===== src/rtl/multi_edge_detector.sv =====
// multi_edge_detector: per-channel glitch filter feeding a rise/fall/both/short-gap event generator.
// Latency: filt and tick change in the cycle after the MIN_W-th consecutive qualifying sample.
// Backpressure: none; en=0 freezes every channel and forces tick/any_tick low.
// Ports: clk, reset (sync, active-high), en, mode[1:0] (0 rise, 1 fall, 2 both, 3 gap),
//        level[CH-1:0] raw inputs; tick[CH-1:0] event pulses, filt[CH-1:0] filtered
//        levels, any_tick = OR of tick, aligned with tick.
module multi_edge_detector #(
  parameter int CH      = 4,
  parameter int MIN_W   = 2,
  parameter int GAP_MAX = 1
) (
  input  logic          clk,
  input  logic          reset,
  input  logic          en,
  input  logic [1:0]    mode,
  input  logic [CH-1:0] level,
  output logic [CH-1:0] tick,
  output logic [CH-1:0] filt,
  output logic          any_tick
);

  localparam int QW = $clog2(MIN_W) + 1;
  localparam int GW = $clog2(GAP_MAX + 2);

  localparam logic [QW-1:0] Q_ONE  = QW'(1);
  localparam logic [QW-1:0] Q_LAST = QW'(MIN_W - 1);
  localparam logic [GW-1:0] G_ONE  = GW'(1);
  localparam logic [GW-1:0] G_SAT  = GW'(GAP_MAX + 1);
  localparam logic [GW-1:0] G_MAX  = GW'(GAP_MAX);

  localparam logic [1:0] M_RISE = 2'd0;
  localparam logic [1:0] M_FALL = 2'd1;
  localparam logic [1:0] M_BOTH = 2'd2;

  // Bit 1 of the encoding is the filtered level, so filt comes straight off a flop.
  typedef enum logic [1:0] {
    S_LOW    = 2'b00,
    S_RISE_Q = 2'b01,
    S_HIGH   = 2'b10,
    S_FALL_Q = 2'b11
  } state_t;

  logic [CH-1:0] tick_d;

  for (genvar i = 0; i < CH; i++) begin : g_ch
    state_t          state_q, state_d;
    logic [QW-1:0]   qcnt_q, qcnt_d;
    logic [GW-1:0]   gcnt_q, gcnt_d;
    logic            armed_q, armed_d;
    logic            rise_ev, fall_ev, tick_nxt;

    always_comb begin
      state_d  = state_q;
      qcnt_d   = qcnt_q;
      gcnt_d   = gcnt_q;
      armed_d  = armed_q;
      rise_ev  = 1'b0;
      fall_ev  = 1'b0;
      tick_nxt = 1'b0;

      if (en) begin
        unique case (state_q)
          S_LOW: begin
            if (level[i]) begin
              if (MIN_W == 1) begin
                state_d = S_HIGH;
                rise_ev = 1'b1;
              end else begin
                state_d = S_RISE_Q;
                qcnt_d  = Q_ONE;
              end
            end
          end
          S_RISE_Q: begin
            if (!level[i]) begin
              state_d = S_LOW;
              qcnt_d  = '0;
            end else if (qcnt_q == Q_LAST) begin
              state_d = S_HIGH;
              qcnt_d  = '0;
              rise_ev = 1'b1;
            end else begin
              qcnt_d = qcnt_q + Q_ONE;
            end
          end
          S_HIGH: begin
            if (!level[i]) begin
              if (MIN_W == 1) begin
                state_d = S_LOW;
                fall_ev = 1'b1;
              end else begin
                state_d = S_FALL_Q;
                qcnt_d  = Q_ONE;
              end
            end
          end
          S_FALL_Q: begin
            if (level[i]) begin
              state_d = S_HIGH;
              qcnt_d  = '0;
            end else if (qcnt_q == Q_LAST) begin
              state_d = S_LOW;
              qcnt_d  = '0;
              fall_ev = 1'b1;
            end else begin
              qcnt_d = qcnt_q + Q_ONE;
            end
          end
        endcase

        // Gap counter runs whenever the filtered level is low; saturation keeps
        // long gaps disqualified without needing a wide counter.
        if (!state_q[1] && gcnt_q != G_SAT) begin
          gcnt_d = gcnt_q + G_ONE;
        end
        if (fall_ev) begin
          armed_d = 1'b1;
          gcnt_d  = '0;
        end
        if (rise_ev) begin
          armed_d = 1'b0;
        end

        unique case (mode)
          M_RISE:  tick_nxt = rise_ev;
          M_FALL:  tick_nxt = fall_ev;
          M_BOTH:  tick_nxt = rise_ev | fall_ev;
          // gap = gcnt+1 <= GAP_MAX is the same test as gcnt < GAP_MAX.
          default: tick_nxt = rise_ev & armed_q & (gcnt_q < G_MAX);
        endcase
      end
    end

    always_ff @(posedge clk) begin
      if (reset) begin
        state_q <= S_LOW;
        qcnt_q  <= '0;
        gcnt_q  <= '0;
        armed_q <= 1'b0;
      end else begin
        state_q <= state_d;
        qcnt_q  <= qcnt_d;
        gcnt_q  <= gcnt_d;
        armed_q <= armed_d;
      end
    end

    assign tick_d[i] = tick_nxt;
    assign filt[i]   = state_q[1];
  end

  always_ff @(posedge clk) begin
    if (reset) begin
      tick     <= '0;
      any_tick <= 1'b0;
    end else begin
      tick     <= tick_d;
      any_tick <= |tick_d;
    end
  end

endmodule

===== config.mk =====
export PLATFORM = sky130hd
export DESIGN_NAME = multi_edge_detector
export DESIGN_NICKNAME = d
export VERILOG_FILES = /design/src/rtl/multi_edge_detector.sv
export SDC_FILE = /design/constraint.sdc
export NUM_CORES = 1
export LEC_CHECK = 0
export ABC_AREA = 1
export BUFFER_PORTS_ARGS = -buffer_cell sky130_fd_sc_hd__clkbuf_2
export CAP_MARGIN = 20
export CORE_MARGIN = 3
export CORE_UTILIZATION = 57
export CTS_BUF_LIST = sky130_fd_sc_hd__clkbuf_8 sky130_fd_sc_hd__clkbuf_16
export CTS_CLUSTER_DIAMETER = 80
export DETAILED_ROUTE_END_ITERATION = 12
export GPL_ROUTABILITY_DRIVEN = 0
export PLACE_DENSITY = 0.79
export SLEW_MARGIN = 20
export SYNTH_ARGS = -nofsm -noshare
export SYNTH_HDL_FRONTEND = slang
export SYNTH_SLANG_ARGS = --single-unit

===== constraint.sdc =====
create_clock -name clk -period 1.23 [get_ports clk]
set_input_delay 0.0615 -clock clk [delete_from_list [all_inputs] [get_ports clk]]
set_output_delay 0.0615 -clock clk [all_outputs]
set_load 0.02 [all_outputs]

* After elaboration in Yosys (flattened, before gate mapping)
Cells that the tools add are included.
** Operators by class
- $add $sub $neg :: 8
- Bitwise operators :: 12
- Mux-type cells :: 100
- Order comparisons :: 4
- Eq/ne operators :: 38
- Reductions and logical operators :: 38
** Operators with widths (number)
- two-way mux 2 bit :: 48
- one-hot mux 2 bit (4 select lines) :: 8
- two-way mux 1 bit :: 40
- != test 2 bit (second input constant) :: 12
- != test 3 bit (second input constant) :: 8
- AND reduction 5 bit :: 4
- == test 2 x 1 -> 1 bit (second input constant) :: 9
- == test 2 bit (second input constant) :: 9
- adder 2 x 1 -> 2 bit (second input constant) :: 8
- AND reduction 2 bit :: 8
- nonzero test 2 bit :: 8
- one-hot mux 1 bit (3 select lines) :: 4
- AND reduction 3 bit :: 4
- zero test 2 bit :: 5
- AND 1 bit :: 8
- < comparator 2 x 1 -> 1 bit (second input constant) :: 4
- logical AND 1 bit :: 4
- zero test 1 bit :: 4
- bitwise OR 1 bit :: 4
- OR reduction 4 bit :: 1
** Word-level totals
- Output and inout port bits :: 9
- Bits in registers :: 33
- Word-level logic and storage cells :: 218
- Bits of input ports :: 9

* Longest topological paths before layout
- Depth after elaboration :: 10
- Mapped depth :: 10
- Gate-level depth less buffers :: 10

* Worst setup path after synthesis
OpenSTA, ideal clock, no wires.
- Path kind :: reg2reg
- From :: register g_ch[2].gcnt_q[0]
- To :: register any_tick
- Data arrival time :: 976 ps
- Buffers on the path :: 0
- Clock period less this slack :: 1102 ps
- Setup time :: 126 ps
- Stages on the path, launching flop included :: 11
- Slack :: 128 ps
- Required time :: 1104 ps
- Cell sequence :: dfxtp_1 -> inv_1 -> ha_1 -> nand2_1 -> inv_1 -> nand3_1 -> nand2_1 -> nand2_1 -> nand2_1 -> nor2_1 -> nor2_1
** Between the ends
- Cells in the longest elaborated chain, start to end :: 5
** RTL lines
- start, declared :: RTL line 48 : logic [GW-1:0] gcnt_q, gcnt_d;
- start signal, assigned :: RTL line 143 : gcnt_q <= gcnt_d;
- < comparator 2 x 1 -> 1 bit :: RTL line 129 : default: tick_nxt = rise_ev & armed_q & (gcnt_q < G_MAX);
- AND 1 bit :: RTL line 129
- one-hot mux 1 bit (3 select lines) :: RTL line 124 : unique case (mode)
- two-way mux 1 bit :: RTL line 61 : if (en) begin
- OR reduction 4 bit :: RTL line 158 : any_tick <= |tick_d;
- end signal, assigned :: RTL line 158
- end, declared :: RTL line 19 : output logic any_tick
No other way between the ends.
A chain may end at the register's enable or synchronous reset.

==> results.py <==
metrics = {
    "detailed_routing": {
        "drc": 0,
        "antenna_left": 0,
        "top_layer": "met4",
        "via_per_inst": 5.204,
        "wl_met2_um": 1622,
        "drt-met1-wl_um": 1534,
        "dr.pass1.iters": 4,
        "wire_per_inst_um": 11.31,
        "drt_wl_total_um": 3325,
        "initialDrtViolationCount": 68,
        "num_vias": 1530,
        "wl_met3_um": 127,
    },
    "critical_path": {
        "reg2reg_slack_ps": 20,
        "crit_required_ps": 1410,
        "rr_worst_depth": 9,
        "crit_path_start_kind": "flip-flop",
        "cp_max_fo": 5,
        "worstPathArrival_ps": 1380,
        "worstSetupPathType": "reg2reg",
        "cp-end-kind": "flip-flop",
    },
    "synth": {
        "synth-seq-cells": 33,
        "syn_inst": 243,
        "synth.distinct_cells": 22,
        "synth-edff-count": 0,
        "synth_seq_area_share_pct": 38.37,
        "synth_ff_type": "dfxtp_1",
        "syn-num-nets": 260,
        "synth_warnings": 0,
        "ys_async_sr_fraction_pct": 0,
        "synth_area_sq_um": 1722,
        "avgSynthCellArea_sq_um": 7.085,
    },
    "sta": {
        "worst_slew_pin_slew_ps": 473.5,
        "fin_tns_setup_ps": 0,
        "hold_violations": 0,
        "skew_ps": 4.213,
        "fmax_ghz": 0.8297,
        "drv_slew": 0,
        "setup_viol": 0,
        "whs_ps": 33.27,
        "fin_crit_ps": 1205,
        "period_share_pct": 97.99,
        "rsz0062_at_grt": "true",
        "slew_headroom_pct": 68.40,
        "fin_ws_ps": 24.77,
    },
    "floorplanning": {
        "ioPinCount": 18,
        "die-height_um": 60.96,
        "rows": 19,
        "coreArea_sq_um": 2829,
        "die_area_sq_um": 3716,
        "initial_utilization_pct": 60.86,
        "die_w_um": 60.96,
    },
    "pwr": {
        "power_density_nw_per_um2": 1182,
        "p_total_mw": 2.320,
        "p_leak_nw": 0.9209,
        "power.ir.vdd_worst_mv": 0.7285,
    },
    "clock_tree": {
        "cts_tree": "built",
        "holdBufCountCts": 0,
        "clk_pin_slew_worst_paths_ps": 70,
        "ctsHtreeMaxLevel": 2,
        "cts_made_buffers": 5,
        "root_buffer": "clkbuf_8",
        "clock-sinks": 33,
        "clock_latency_ps": 280,
        "cts_max_path_buffers": 2,
    },
    "place": {
        "place_ws_ps": 12.94,
        "port_buffers": 17,
        "dp_cells": 285,
        "hpwl_um": 2286,
    },
    "status": {
        "outcome": "finished, final reports clean",
    },
    "grt": {
        "grt_pass1_vias": 1344,
        "grt_max_degree": 19,
        "grt_pass1_wl_um": 5416,
        "grt_usage_pct": 19.20,
        "antenna_found_initial": 0,
        "grt-ovfl-total": 0,
    },
    "job": {
        "maxCapViolations": 0,
    },
    "final_layout": {
        "final_cells": 294,
        "drive_gt1_share_pct": 29.66,
        "antenna_cells": 0,
        "area_delta_synth_final_pct": 14.03,
        "nNetsFinal": 279,
    },
    "hold_path": {
        "min_path_type": "in2reg",
    },
}
-- metal layers --
layer	vias to the layer above	GRT usage (%)
met5	-	0
met4	0	7.430
met3	6	4.468
met2	24	30.84
met1	686	24.97
li1	814	-
-- layout make-up --
type	count	area [sq um]
Clock buffer	5	68.82
Sequential cell	33	678.2
Multi-Input combinational cell	164	912.1
Fill cell	251	865.8
Inverter	37	138.9
Timing Repair Buffer	21	115.1
Clock inverter	3	11.26
Tap cell	31	38.79
-- worst max-delay path: stages (launching register included) --
cell	delay, ps
dfxtp_2	360
inv_1	70
nand2_1	90
nand2_1	90
o21ai_1	170
inv_2	80
nand3_2	80
nand2_1	60
nand2_1	60
nor2_1	50
-- worst min path at each step --
| stage | startpoint | end | cells after the start |
|---|---|---|---|
| 2_1_floorplan | level[2] | flip-flop | 2 |
| 3_3_place_gp | level[3] | flip-flop | 3 |
| 3_5_place_dp | level[0] | flip-flop | 3 |
| 4_1_cts | level[0] | flip-flop | 3 |
| 5_1_grt | level[3] | flip-flop | 3 |
| 6_report | level[3] | flip-flop | 3 |
-- stage by stage --
step / area [sq um] / utilization, %
final: 1963 / 69.39
after CTS: 1871 / 66.12
after global placement: 1790 / 63.29
after detailed placement: 1790 / 63.29
after global routing: 1963 / 69.39
after floorplan: 1722 / -
-- report_power, final --
part / switching, mW / total (mW) / leakage, nW / internal (mW)
logic: 0.236 / 0.371 / 0.594 / 0.135
clock network: 0.373 / 0.750 / 0.0519 / 0.376
registers: 0.0581 / 1.20 / 0.275 / 1.14
-- cell families (layout without fill, tap and decap cells) --
logic type      after synthesis  count (layout)  share of synthesized area (%)
simple gates                112             112                          28.13
compound gates               44              44                          15.12
flops                        33              33                          38.37
buf+inv                      46              66                          12.57
fa+ha+maj                     8               8                          5.814
-- cells in the mapped netlist (5+ instances only) --
library cell  number  area, sq um
inv_1             37        138.9
nor2_1            19        71.32
o21ai_0           13        65.06
ha_1               8        100.1
a21oi_1           14        70.07
nand2_1           65        244.0
dfxtp_1           33        660.6
buf_4              5        37.54
nor2_2             6        37.54
nand3_1           14        70.07
a211oi_1           7        52.55
-- cells in the final DEF (no fill, tap or decap), types with 8 or more instances in the layout --
cell type and n:
nand2_1 58, nor2_2 8, dfxtp_1 19, a21oi_1 14
dfxtp_2 14, nor2_1 17, inv_1 33, nand3_1 10
o21ai_0 10, clkbuf_2 17
-- timing repair --
action,in CTS,in global routing
gates resized for setup,0,44
setup endpoints to repair,0,22
setup buffers,0,1
Power figures use the tool's default switching activity.
